==> src/rtl/fwd_hazard_unit.sv <==
// Forwarding-select and load-use stall unit feeding the EX-stage operand muxes.
// Keeps a shadow of the ID/EX and EX/MEM destination state; sels register at the ID->EX edge.
module fwd_hazard_unit #(
   parameter int RBITS = 5,
   parameter int CNT_W = 16
) (
   input  logic             clk,
   input  logic             reset,
   input  logic             id_valid,
   input  logic [RBITS-1:0] id_rs,
   input  logic [RBITS-1:0] id_rt,
   input  logic             id_uses_rt,
   input  logic [RBITS-1:0] id_rd,
   input  logic             id_regwrite,
   input  logic             id_memread,
   input  logic             ex_flush,
   output logic             fwd_a_sel1,
   output logic             fwd_a_sel2,
   output logic             fwd_b_sel1,
   output logic             fwd_b_sel2,
   output logic             stall,
   output logic [CNT_W-1:0] stall_count
);

   logic [RBITS-1:0] ex_rd_q, ex_rd_d, mem_rd_q, mem_rd_d;
   logic             ex_regwrite_q, ex_regwrite_d;
   logic             ex_memread_q, ex_memread_d;
   logic             mem_regwrite_q, mem_regwrite_d;
   logic [1:0]       fwd_a_q, fwd_a_d, fwd_b_q, fwd_b_d;
   logic [CNT_W-1:0] stall_count_q, stall_count_d;
   logic             bubble;

   // {sel1,sel2}: 01 = EX/MEM result, 10 = MEM/WB data; the newer producer wins.
   function automatic logic [1:0] fwd_sel(
      input logic [RBITS-1:0] src,
      input logic [RBITS-1:0] e_rd,
      input logic             e_wr,
      input logic [RBITS-1:0] m_rd,
      input logic             m_wr
   );
      if (e_wr && e_rd != '0 && e_rd == src)      return 2'b01;
      else if (m_wr && m_rd != '0 && m_rd == src) return 2'b10;
      return 2'b00;
   endfunction

   always_comb begin
      stall = id_valid && ex_regwrite_q && ex_memread_q && (ex_rd_q != '0) &&
              ((ex_rd_q == id_rs) || (id_uses_rt && (ex_rd_q == id_rt)));
   end

   always_comb begin
      bubble         = stall || ex_flush || !id_valid;
      mem_rd_d       = ex_rd_q;
      mem_regwrite_d = ex_regwrite_q;
      ex_rd_d        = '0;
      ex_regwrite_d  = 1'b0;
      ex_memread_d   = 1'b0;
      fwd_a_d        = 2'b00;
      fwd_b_d        = 2'b00;
      if (!bubble) begin
         ex_rd_d       = id_rd;
         ex_regwrite_d = id_regwrite;
         ex_memread_d  = id_memread;
         fwd_a_d = fwd_sel(id_rs, ex_rd_q, ex_regwrite_q, mem_rd_q, mem_regwrite_q);
         if (id_uses_rt)
            fwd_b_d = fwd_sel(id_rt, ex_rd_q, ex_regwrite_q, mem_rd_q, mem_regwrite_q);
      end
      stall_count_d = stall_count_q;
      if (stall && stall_count_q != '1)
         stall_count_d = stall_count_q + CNT_W'(1);
   end

   always_ff @(posedge clk) begin
      if (reset) begin
         ex_rd_q        <= '0;
         ex_regwrite_q  <= 1'b0;
         ex_memread_q   <= 1'b0;
         mem_rd_q       <= '0;
         mem_regwrite_q <= 1'b0;
         fwd_a_q        <= 2'b00;
         fwd_b_q        <= 2'b00;
         stall_count_q  <= '0;
      end else begin
         ex_rd_q        <= ex_rd_d;
         ex_regwrite_q  <= ex_regwrite_d;
         ex_memread_q   <= ex_memread_d;
         mem_rd_q       <= mem_rd_d;
         mem_regwrite_q <= mem_regwrite_d;
         fwd_a_q        <= fwd_a_d;
         fwd_b_q        <= fwd_b_d;
         stall_count_q  <= stall_count_d;
      end
   end

   assign fwd_a_sel1  = fwd_a_q[1];
   assign fwd_a_sel2  = fwd_a_q[0];
   assign fwd_b_sel1  = fwd_b_q[1];
   assign fwd_b_sel2  = fwd_b_q[0];
   assign stall_count = stall_count_q;

endmodule

==> config.mk <==
export PLATFORM = sky130hd
export DESIGN_NAME = fwd_hazard_unit
export DESIGN_NICKNAME = d
export VERILOG_FILES = /design/src/rtl/fwd_hazard_unit.sv
export SDC_FILE = /design/constraint.sdc
export NUM_CORES = 1
export LEC_CHECK = 0
export BUFFER_PORTS_ARGS = -buffer_cell sky130_fd_sc_hd__buf_4
export CELL_PAD_IN_SITES_DETAIL_PLACEMENT = 1
export CELL_PAD_IN_SITES_GLOBAL_PLACEMENT = 1
export CORE_UTILIZATION = 35
export CTS_CLUSTER_SIZE = 8
export DETAILED_ROUTE_END_ITERATION = 6
export HOLD_SLACK_MARGIN = 0.15
export PLACE_DENSITY = 0.74
export SLEW_MARGIN = 10
export SYNTH_ARGS = -nofsm -noshare
export SYNTH_HDL_FRONTEND = slang
export SYNTH_SLANG_ARGS = --single-unit
==> constraint.sdc <==
create_clock -name clk -period 1.93 [get_ports clk]
set_clock_uncertainty 0.1 [all_clocks]
set_input_delay 0.193 -clock clk [delete_from_list [all_inputs] [get_ports clk]]
set_output_delay 0.193 -clock clk [all_outputs]
set_load 0.05 [all_outputs]
Word level (Yosys, flattened, before mapping)
Cells that the tools add are included.
Widths: inputs -> output; s select.

storage, ports and cells
  word-level logic and storage cells = 53
  input bits = 22
  flip-flop bits (word level) = 33
  output and inout bits = 21

cells by class
  equality and inequality tests = 5
  add/subtract/negate cells = 1
  bitwise operators = 3
  multiplexer cells = 11
  reduce and logical (&&, ||, !) cells = 23

operator list
  operator               count
  $eq 5x5->1             4
  $add 16x1->16 const B  1
  $ne 16x16->1 const B   1
  $logic_and 1x1->1      12
  $reduce_bool 5->1      2
  $mux 1                 9
  $reduce_or 4->1        2
  $reduce_or 5->1        1
  $mux 2                 2
  $logic_or 1x1->1       3
  $not 1->1              3
  $reduce_or 3->1        1
  $reduce_or 2->1        1
  $logic_not 1->1        1

Longest topological paths before layout
  depth after elaboration = 9
  gate-level depth with buffers = 8
  mapped depth without buffers = 7

Worst setup path after synthesis
Ideal clock, no wire load.

  kind = register to register
  start point = reg stall_count_q[2] (netlist: stall_count[2])
  end point = reg stall_count_q[15] (netlist: stall_count[15])
  required time = 1707 ps
  path slack = -452 ps
  cell stages (with the launch flop) = 6
  setup time = 123 ps
  clock period less this slack = 2382 ps
  path buffers = 0
  arrival = 2158 ps
  path through = dfxtp_1 and4_1 nand2_1 or4_1 nor4_1 mux2_1

on the way
  cells in the longest elaborated chain, start to end = 2
  elaborated cells between the ends (all ways) = 3
  classes of those cells = add/sub: 1; eq/ne: 1; reduce/logical: 1

RTL lines
  item                                                   line  text
  start, declared                                        30    logic [CNT_W-1:0] stall_count_q, stall_count_d;
  start signal, assigned                                 91    stall_count_q <= stall_count_d;
  branches (longest 2 deep; another with $add 16x1->16)  -

Parallel ways; which one is timed is not known.
A chain may end at the register's enable or synchronous reset.

Worst setup path after layout
  start point = reg ex_rd_q[1]
  end point = out stall

on the way
  cells in the longest elaborated chain, start to end = 4
  elaborated cells between the ends (all ways) = 7
  classes of those cells = eq/ne: 2; reduce/logical: 5

RTL lines
  item                    line  text
  start, declared         25    logic [RBITS-1:0] ex_rd_q, ex_rd_d, mem_rd_q, mem_rd_d;
  start signal, assigned  84    ex_rd_q <= ex_rd_d;
  $eq 5x5->1              48    ((ex_rd_q == id_rs) || (id_uses_rt && (ex_rd_q == id_rt)));
  $logic_and 1x1->1       48
  $logic_or 1x1->1        48
  $logic_and 1x1->1 (*)   47    stall = id_valid && ex_regwrite_q && ex_memread_q && (ex_rd_q != '0) &&
  end, declared           21    output logic stall,

Every way passes the cells marked *; elsewhere a longest branch is shown, timed or not.

==> summary.txt <==
Clock tree
  • CTS tree: yes
  • H-tree Lvls: 2
  • CTS root buffer: clkbuf_8
  • Clock Path Buffers: 2
  • Clock Latency Late Sink: roughly 0.28 ns
  • TritonCTS Buffers: 5
  • Clock sink count: 33
  • Worst-path clk slew: ~0.070 ns

Placed design
  • Port-buffer cells: 42
  • Cells after DPL: around 290
  • GPL Wtd Cong: approximately 0.80
  • Dpl hpwl: around 3400 um

Global routing
  • Met3 Use GR: under 10%
  • GRT overflow: 0
  • Met2 GRT Util: between 30 and 40%
  • First-pass GRT wire length: 8473 um
  • Initial antenna violation count: 0
  • Met1 Use GR: a little over a quarter
  • Overall routing resource usage: around 22%
  • Busiest grt layer: met2
  • Largest net degree at the start of global routing: 28
  • Vias in the first global route: ~1700

Logic synthesis
  • Seq/Total Area, Yosys: 40.12%
  • #FFs+latches synth: 33
  • Synth unique cells: 38
  • Synth top cells by count: dfxtp_1 (33), nor2_1 (16), xor2_1 (13)
  • Post-synth EDFFs: 0
  • Asr flop ratio synth: 0%
  • Cell with the most instances after synthesis: dfxtp_1
  • Post-synthesis cell area: 1647 um2
  • Area fraction of the dominant cell type after synthesis: 40.12%
  • Synth warn: 0
  • Syn_nets: about 200
  • Cells after synthesis: between 150 and 200
  • Mean Syn Cell Area: between 9 and 10 um2
  • Synth area leader: dfxtp_1
  • Top FF cell, synth: dfxtp_1
  • Ranking of synthesized cells by area: dfxtp_1 (40%), xor2_1 (6.9%), xnor2_1 (6.4%)

STA
  • Pins over their slew limit: 0
  • Fmax: slightly below 500 MHz
  • Slew @ Worst Pin: roughly 0.34 ns
  • Fin crit share: 107.2%
  • Final hold vios: 0
  • Unrepaired setup endpoints after global routing: true
  • Worst Slack Setup Final: -0.1384 ns
  • Final setup fails: 15
  • Worst slew margin: approximately three quarters
  • Final Critical Period: about 2.1 ns
  • Final setup TNS: -1.142 ns

Floorplanning
  • Die W: between 70 and 80 um
  • Initial Util: between 30% and 40%
  • I/O pin total: 43
  • Row cnt: 24
  • Core area: between 4000 and 5000 um2
  • DIE AREA: about 5000 um2
  • Die H: between 70 and 80 um

Finish
  • Share of layout cells above drive strength 1: 48.85%
  • ANT cells: 0
  • Layout Cells excl Fill: 314
  • Area growth syn-to-layout: 59.12%
  • Layout Nets: 284

Worst setup path
  • CP Cell Sequence: or4_4 > o2111ai_4 > buf_6 > nor2_4 > buf_6
  • Critical path required time: 1.64 ns
  • Crit end category: output pin
  • CP bufs+invs: 2
  • Critical path's top delay family: simple AND/OR/NAND/NOR gates
  • Crit start category: flip-flop
  • Critical path class: flip-flop to output pin
  • Slowest stage delay, CP: between 0.5 and 0.6 ns
  • WP data arrival: ~1.8 ns
  • CP most frequent cell: buf_6
  • Worst-path maximum fanout: 4
  • Critical path's slowest cell: or4_4

Power and ir drop
  • Leakage: around 1.1 nW
  • Power per cell area: roughly 530 nW/um2
  • Maximum vdd ir drop: roughly 0.00030 V

Routing
  • DR vias/cell: about 5.2
  • Total Wirelength: 5526 um
  • First-pass DRT Iterations: 6
  • Initial drt markers: 69
  • ANT nets after route: 0
  • Drt drc: 5
  • Via count: ~1600
  • WL/cell: about 18 um

Run
  • Maximum Capacitance Violations: 0

Worst hold path
  • Min-Delay Path Class: primary input to flip-flop

Run status
  • Violated checks: DRC, setup timing
  • Status: finished, violations left
## kinds of logic after synthesis
| logic type | Yosys count | share of synthesized area, % |
|---|---|---|
| mux | 4 | 3.116 |
| buf+inv | 7 | 2.279 |
| xor+xnor | 25 | 13.30 |
| simple gates | 86 | 30.47 |
| compound gates | 22 | 9.955 |
| flops | 33 | 40.12 |
| fa+ha+maj | 1 | 0.7598 |
## state kept, by name, indices dropped and copies added (netlist names)
register / count
fwd_b_q: 2
mem_regwrite_q: 1
mem_rd_q: 5
ex_rd_q: 5
ex_regwrite_q: 1
fwd_a_q: 2
ex_memread_q: 1
stall_count: 16
## layout make-up
class	count	area (um2)
multi-input combinational	139	1084
timing repair buffer	79	640.6
fill	494	1824
sequential	33	718.2
tap	52	65.06
inverter	3	11.26
clock buffer	7	96.34
clock inverter	1	5.005
## tightest hold or removal path, stage by stage
cell,delay (ns)
buf_4,0.08
nor2_1,0.04
nand2_1,0.11
nor3_1,0.08
## per-layer routing
| layer | vias to the layer above | wire length, um |
|---|---|---|
| li1 | 792 | - |
| met1 | 801 | 2453 |
| met2 | 36 | 2773 |
| met3 | 12 | 201 |
| met4 | 0 | 98 |
| met5 | - | 0 |
## power breakdown
part           switching (mW)  internal [mW]
sequential            0.00903          0.670
clock                   0.248          0.322
combinational          0.0668         0.0796
total                   0.324           1.07
## layout by cell type, fill, tap and decap left out, types with 4 or more instances in the layout
cell type / synthesis / final
nand3_1: 12 / 10
clkbuf_8: 0 / 7
xor2_1: 13 / 11
dlygate4sd3_1: 0 / 8
dfxtp_1: 33 / 13
buf_4: 0 / 66
nand4_1: 4 / 4
xnor2_1: 12 / 8
and2_1: 7 / 7
nor2b_1: 10 / 10
xnor2_2: 0 / 4
dfxtp_2: 0 / 7
a21oi_1: 6 / 5
dfxtp_4: 0 / 13
or4_1: 6 / 5
nor2_1: 16 / 15
buf_6: 0 / 4
nand2_1: 9 / 9
## worst paths after layout
kind	from	end	slack, ns	depth (start not counted)
setup / recovery	ex_rd_q[1]	stall	-0.14	5
setup reg to reg	ex_rd_q[1]	stall_count[3]	-0.12	8
hold / removal	ex_flush	fwd_a_q[0]	0.17	4
hold reg to reg	stall_count[9]	stall_count[9]	0.41	2
## timing repair
item | in CTS | in global routing
cloned | 1 | 0
hold endpoints to repair | 8 | 0
hold buffers | 8 | 0
setup endpoints to repair | 25 | 27
pin swaps | 3 | 6
gates resized for setup | 16 | 15
setup buffers | 6 | 3
## per-stage QoR
stage | setup WS [ns] | hold slack [ns] | instance area (um2) | util [%] | power [mW]
2_1_floorplan | -0.1052 | 0.2147 | 1704 | - | 0.7469
3_3_place_gp | -0.1010 | 0.2976 | 2208 | 49.69 | 0.8011
3_5_place_dp | -0.2064 | 0.2990 | 2208 | 49.69 | 0.8046
4_1_cts | -0.1314 | 0.1520 | 2505 | 56.36 | 1.396
5_1_grt | -0.1980 | 0.1548 | 2620 | 58.95 | 1.454
6_report | -0.1384 | 0.1665 | 2620 | 58.95 | 1.396
No activity file was read; power rests on OpenSTA's default activity.
